--- config.mk ---
export PLATFORM = sky130hd
export DESIGN_NAME = crc_tx_sequencer
export DESIGN_NICKNAME = d
export VERILOG_FILES = /design/src/rtl/crc_tx_sequencer.sv
export SDC_FILE = /design/constraint.sdc
export NUM_CORES = 1
export LEC_CHECK = 0
export ABC_CLOCK_PERIOD_IN_PS = 1600
export CORE_MARGIN = 2
export CORE_UTILIZATION = 41
export DETAILED_ROUTE_END_ITERATION = 8
export GPL_TIMING_DRIVEN = 0
export PLACE_DENSITY_LB_ADDON = 0.1
export SETUP_SLACK_MARGIN = 0.05
export SLEW_MARGIN = 20
export SYNTH_ARGS = -nofsm -noshare
export SYNTH_HDL_FRONTEND = slang
export SYNTH_SLANG_ARGS = --single-unit
--- constraint.sdc ---
create_clock -name clk -period 1.6 [get_ports clk]
set_input_delay 0.32 -clock clk [delete_from_list [all_inputs] [get_ports clk]]
set_output_delay 0.32 -clock clk [all_outputs]
set_load 0.01 [all_outputs]
--- src/rtl/crc_tx_sequencer.sv ---
// Transmit frame sequencer: forwards MAC bytes to the PHY side, pads short frames
// to MIN_LEN, waits for the external CRC engine and appends the FCS LSB-first.
module crc_tx_sequencer #(
    parameter int unsigned MIN_LEN     = 60,
    parameter int unsigned CRC_TIMEOUT = 16
) (
    input  logic        clk,
    input  logic        rst,
    input  logic [7:0]  tx_data,
    input  logic        tx_valid,
    input  logic        tx_last,
    output logic        tx_ready,
    output logic [7:0]  out_data,
    output logic        out_valid,
    output logic        out_last,
    input  logic        out_ready,
    output logic [31:0] crc_data,
    output logic        crc_data_valid,
    output logic        crc_en,
    output logic        crc_clear,
    input  logic [31:0] crc_result,
    input  logic        crc_done,
    output logic        busy,
    output logic        frame_err
);

    localparam int unsigned CNT_W    = 11;
    localparam int unsigned CNT_P1_W = CNT_W + 1;
    localparam int unsigned WAIT_W   = (CRC_TIMEOUT < 1) ? 1 : $clog2(CRC_TIMEOUT + 1);

    localparam logic [CNT_W-1:0]    CNT_MAX    = '1;
    localparam logic [CNT_P1_W-1:0] MIN_LEN_W  = CNT_P1_W'(MIN_LEN);
    localparam logic [WAIT_W-1:0]   TIMEOUT_W  = WAIT_W'(CRC_TIMEOUT);

    typedef enum logic [2:0] {
        IDLE,
        DATA,
        PAD,
        WAIT_CRC,
        FCS
    } state_t;

    state_t              r_state;
    logic [CNT_W-1:0]    r_byte_cnt;
    logic [WAIT_W-1:0]   r_wait_cnt;
    logic [31:0]         r_fcs;
    logic [1:0]          r_fcs_idx;

    state_t              w_state_nxt;
    logic [CNT_W-1:0]    w_byte_cnt_nxt;
    logic [WAIT_W-1:0]   w_wait_cnt_nxt;
    logic [31:0]         w_fcs_nxt;
    logic [1:0]          w_fcs_idx_nxt;

    logic [CNT_P1_W-1:0] w_cnt_plus1;
    logic [CNT_W-1:0]    w_cnt_sat;
    logic [7:0]          w_fcs_byte;

    // Byte count after the current transfer: unsaturated for the length compare,
    // saturated for the stored value.
    assign w_cnt_plus1 = {1'b0, r_byte_cnt} + CNT_P1_W'(1);
    assign w_cnt_sat   = (r_byte_cnt == CNT_MAX) ? r_byte_cnt : r_byte_cnt + CNT_W'(1);

    always_comb begin
        case (r_fcs_idx)
            2'd0:    w_fcs_byte = r_fcs[7:0];
            2'd1:    w_fcs_byte = r_fcs[15:8];
            2'd2:    w_fcs_byte = r_fcs[23:16];
            default: w_fcs_byte = r_fcs[31:24];
        endcase
    end

    always_ff @(posedge clk) begin
        if (rst) begin
            r_state    <= IDLE;
            r_byte_cnt <= '0;
            r_wait_cnt <= '0;
            r_fcs      <= '0;
            r_fcs_idx  <= '0;
        end else begin
            r_state    <= w_state_nxt;
            r_byte_cnt <= w_byte_cnt_nxt;
            r_wait_cnt <= w_wait_cnt_nxt;
            r_fcs      <= w_fcs_nxt;
            r_fcs_idx  <= w_fcs_idx_nxt;
        end
    end

    // Next state and handshake outputs; reset holds every output low except crc_clear.
    always_comb begin
        w_state_nxt    = r_state;
        w_byte_cnt_nxt = r_byte_cnt;
        w_wait_cnt_nxt = '0;
        w_fcs_nxt      = r_fcs;
        w_fcs_idx_nxt  = r_fcs_idx;

        tx_ready       = 1'b0;
        out_valid      = 1'b0;
        out_data       = '0;
        out_last       = 1'b0;
        crc_data       = '0;
        crc_data_valid = 1'b0;
        crc_en         = 1'b0;
        crc_clear      = 1'b0;
        busy           = 1'b0;
        frame_err      = 1'b0;

        if (rst) begin
            crc_clear = 1'b1;
        end else begin
            busy = (r_state != IDLE);
            case (r_state)
                IDLE, DATA: begin
                    tx_ready  = out_ready;
                    out_valid = tx_valid;
                    out_data  = tx_data;
                    if (tx_valid && out_ready) begin
                        crc_data       = {24'h0, tx_data};
                        crc_data_valid = 1'b1;
                        crc_en         = 1'b1;
                        w_byte_cnt_nxt = w_cnt_sat;
                        if (!tx_last) begin
                            w_state_nxt = DATA;
                        end else if (w_cnt_plus1 < MIN_LEN_W) begin
                            w_state_nxt = PAD;
                        end else begin
                            w_state_nxt = WAIT_CRC;
                        end
                    end
                end

                PAD: begin
                    out_valid = 1'b1;
                    if (out_ready) begin
                        crc_data_valid = 1'b1;
                        crc_en         = 1'b1;
                        w_byte_cnt_nxt = w_cnt_sat;
                        if (w_cnt_plus1 >= MIN_LEN_W) begin
                            w_state_nxt = WAIT_CRC;
                        end
                    end
                end

                WAIT_CRC: begin
                    w_wait_cnt_nxt = r_wait_cnt + WAIT_W'(1);
                    // A result arriving on the timeout cycle still wins.
                    if (crc_done) begin
                        w_fcs_nxt     = crc_result;
                        w_fcs_idx_nxt = '0;
                        w_state_nxt   = FCS;
                    end else if (r_wait_cnt >= TIMEOUT_W) begin
                        frame_err   = 1'b1;
                        crc_clear   = 1'b1;
                        w_state_nxt = IDLE;
                    end
                end

                FCS: begin
                    out_valid = 1'b1;
                    out_data  = w_fcs_byte;
                    out_last  = (r_fcs_idx == 2'd3);
                    if (out_ready) begin
                        w_fcs_idx_nxt = r_fcs_idx + 2'd1;
                        if (r_fcs_idx == 2'd3) begin
                            crc_clear   = 1'b1;
                            w_state_nxt = IDLE;
                        end
                    end
                end

                default: begin
                    w_state_nxt = IDLE;
                end
            endcase

            if (w_state_nxt == IDLE) begin
                w_byte_cnt_nxt = '0;
            end
        end
    end

endmodule
==> summary.txt <==
Antenna Cells: 0
# fillers: 600
Max-slew headroom: 0.639
worst slack, placed: -970 ps
Boundary Pins: 94
RSZ-0062 raised after global routing: true
ANT nets after route: 0
DRT met1 WL: 3.81 mm
hpwl dp: 5.74 mm
Die Y: 86.9 um
fin worst setup slack: -539 ps
initial antenna violation count: 0
Area Growth Syn to Fin: 56.1%
Seq. cell area: 1080 sq um
maximum VDD drop: 331 uV
post-route cell area: 4400 sq um
CTS tree: yes
crit path capture type: primary output
Starting Density: 0.420
Clock Tree Root: clkbuf_8
Distinct cells, synth: 44
cells after synthesis: 369
cts hold-fix bufs: 0
placed inst area: 3740 sq um
CP max FO: 8
GRT overflow: 0
DR iter-0 viols: 187
final core occ: 0.655
die extent in x: 86.9 um
Max stage delay cell, worst path: a222oi_1
fin crit share: 1.34
gr usage total: 0.221
Worst Hold Launch: out_ready
RePlAce Congestion: 0.863
Clk pin slew, worst setup/hold paths: 90 ps
maxcap violations: 0
Clock Tree Buf Depth: 2
PwrDens: 596 nW/um^2
Final nets: 548
R2R cell count: 9
failing checks: negative setup slack
latest clock arrival within the worst-skew pair: 300 ps
hold depth: 3
most common cell after layout, fill and taps aside: nand2_1
Mean Syn Cell Area: 7.64 sq um
reg2reg start: r_state[1]
max incr delay on CP: 420 ps
pin count of the biggest net entering global routing: 17
CP startpoint kind: register
DRT Pass-1 Iters: 6
Worst Max-Slew Pin Slew: 541 ps
clk sink count: 53
WS Path Type: register to primary output
Critical Path, Cell by Cell: inv_4, ha_4, a222oi_1, o21ai_1, a22oi_1, nor2_1, buf_2
Slew Limit Fails: 0
DR DRC count: 0
port bufs: 67
worst endpoint required time: 1280 ps
critical register-to-register path endpoint: r_byte_cnt[6]
FP Rows: 30
area occupied by multi-input gates: 1800 sq um
Core Box Area: 6720 sq um
vias in the first global route: 2649
asr flop ratio synth: 0
met2 routed WL: 4.14 mm
Seq cells post-synth: 53
top achievable clock speed: 467 MHz
CTS Buf Count: 5
EDFF count, synth: 0
first-pass GRT wire length: 12.9 mm
synthesized cell area: 2820 sq um
final setup fails: 36
via count: 2944
WL met3: 508 um
layout cells sized above 1: 0.334
Seq/Total Area, Yosys: 0.376
commonest cells after routing, fill and taps aside: 76 x nand2_1, 47 x buf_4, 42 x clkdlybuf4s50_1
Synth Flop Type: dfxtp_1
arrival time at the worst endpoint: 1820 ps
highest routing layer actually used: met4
hold endpoint: r_fcs_idx[1]
die area: 7560 sq um
Tmin final: 2140 ps
leakage: 0.00177 uW
Reg2Reg Setup Slack: -410 ps
worst-case clock skew: 7.68 ps
drt via density: 5.10
Syn. warnings: 0
HP Class: primary input to register
final wirelength: 8.55 mm
final hold violations: 0
setup_tns: -11840 ps
H-tree depth: 2
outcome: finished, violations left
post-DR wirelength/cell: 14.8 um
==> worst max-delay path, delay by kind of cell (launching register included) <==
| family | cells | cell delay (ps) |
|---|---|---|
| adders and majority gates | 1 | 180 |
| and+or+nand+nor | 1 | 70 |
| DFF | 1 | 400 |
| buffers and inverters | 2 | 190 |
| AOI/OAI and AO/OA | 3 | 670 |
==> how the worst max path moves through the flow <==
stage                     to  depth (start not counted)     startpoint
6_report         out_data[5]                          7   r_fcs_idx[0]
5_1_grt          out_data[4]                          7   r_fcs_idx[0]
3_5_place_dp     crc_data[0]                          5       tx_valid
2_1_floorplan  r_byte_cnt[2]                          7  r_byte_cnt[2]
3_3_place_gp     crc_data[5]                          5       tx_valid
4_1_cts          out_data[5]                          7   r_fcs_idx[0]
==> cell families (layout without fill, tap and decap cells) <==
family,Yosys count,after routing,share of synthesized area
adders and majority gates,6,6,0.0266
and+or+nand+nor,158,158,0.251
buffers and inverters,54,159,0.109
xor gates and xnor gates,16,16,0.0497
DFF,53,53,0.376
AOI/OAI and AO/OA,79,79,0.179
muxes,2,2,0.00710
other,1,24,0.00133
==> cell usage after synthesis (3+ instances only) <==
library cell,instances,area (sq um)
nor2_1,38,143
buf_4,25,188
xnor2_1,5,43.8
a211oi_1,3,22.5
a21oi_1,37,185
nor2b_1,4,25.0
dfxtp_1,53,1060
nand4_1,5,31.3
ha_1,6,75.1
and2_1,3,18.8
a31oi_1,4,25.0
a22oi_1,8,60.1
a222oi_1,8,80.1
nand3_1,5,25.0
inv_1,4,15.0
xor2_1,11,96.3
clkbuf_1,21,78.8
nand2_1,79,297
and3_1,11,68.8
o21ai_0,9,45.0
==> power by group <==
group | switching, uW | internal, uW | total [uW] | leakage, uW
clock | 434 | 351 | 785 | 0.0000512
sequential | 8.65 | 1320 | 1330 | 0.000434
combinational | 220 | 288 | 508 | 0.00128
total | 662 | 1960 | 2620 | 0.00177
==> sequential cells by signal, indices dropped and copies added, names as in the netlist <==
signal      count
r_fcs_idx       2
r_fcs          32
r_wait_cnt      5
r_byte_cnt     11
r_state         3
==> through the flow <==
stage,hold WS [ps],total power (uW),std cells
after floorplan,418,1560,392
after detailed placement,447,1760,539
final,449,2620,577
after global placement,434,1760,539
after global routing,482,2730,577
after CTS,426,2610,567
==> routing by layer <==
| layer | global-route usage | vias to the layer above |
|---|---|---|
| met1 | 0.299 | 1348 |
| met4 | 0.0753 | 0 |
| met3 | 0.0313 | 9 |
| met5 | 0 | - |
| met2 | 0.359 | 107 |
| li1 | - | 1480 |
==> area by class of cell <==
cell class,count,area share
repair buffers,102,0.212
inverters,4,0.00398
clock inverters,2,0.00313
multi-input cells,285,0.408
flip-flops and latches,53,0.246
clock buffers,6,0.0188
plain buffers,45,0.0850
well taps,80,0.0227
==> repair_timing <==
action                     4_1_cts  5_1_grt
setup endpoints to repair       70       68
pin swaps                       37       21
cloned                           2        0
resized for setup              185       45
setup buffers                   22       13
Note: power is estimated with default switching activity, not from simulation.
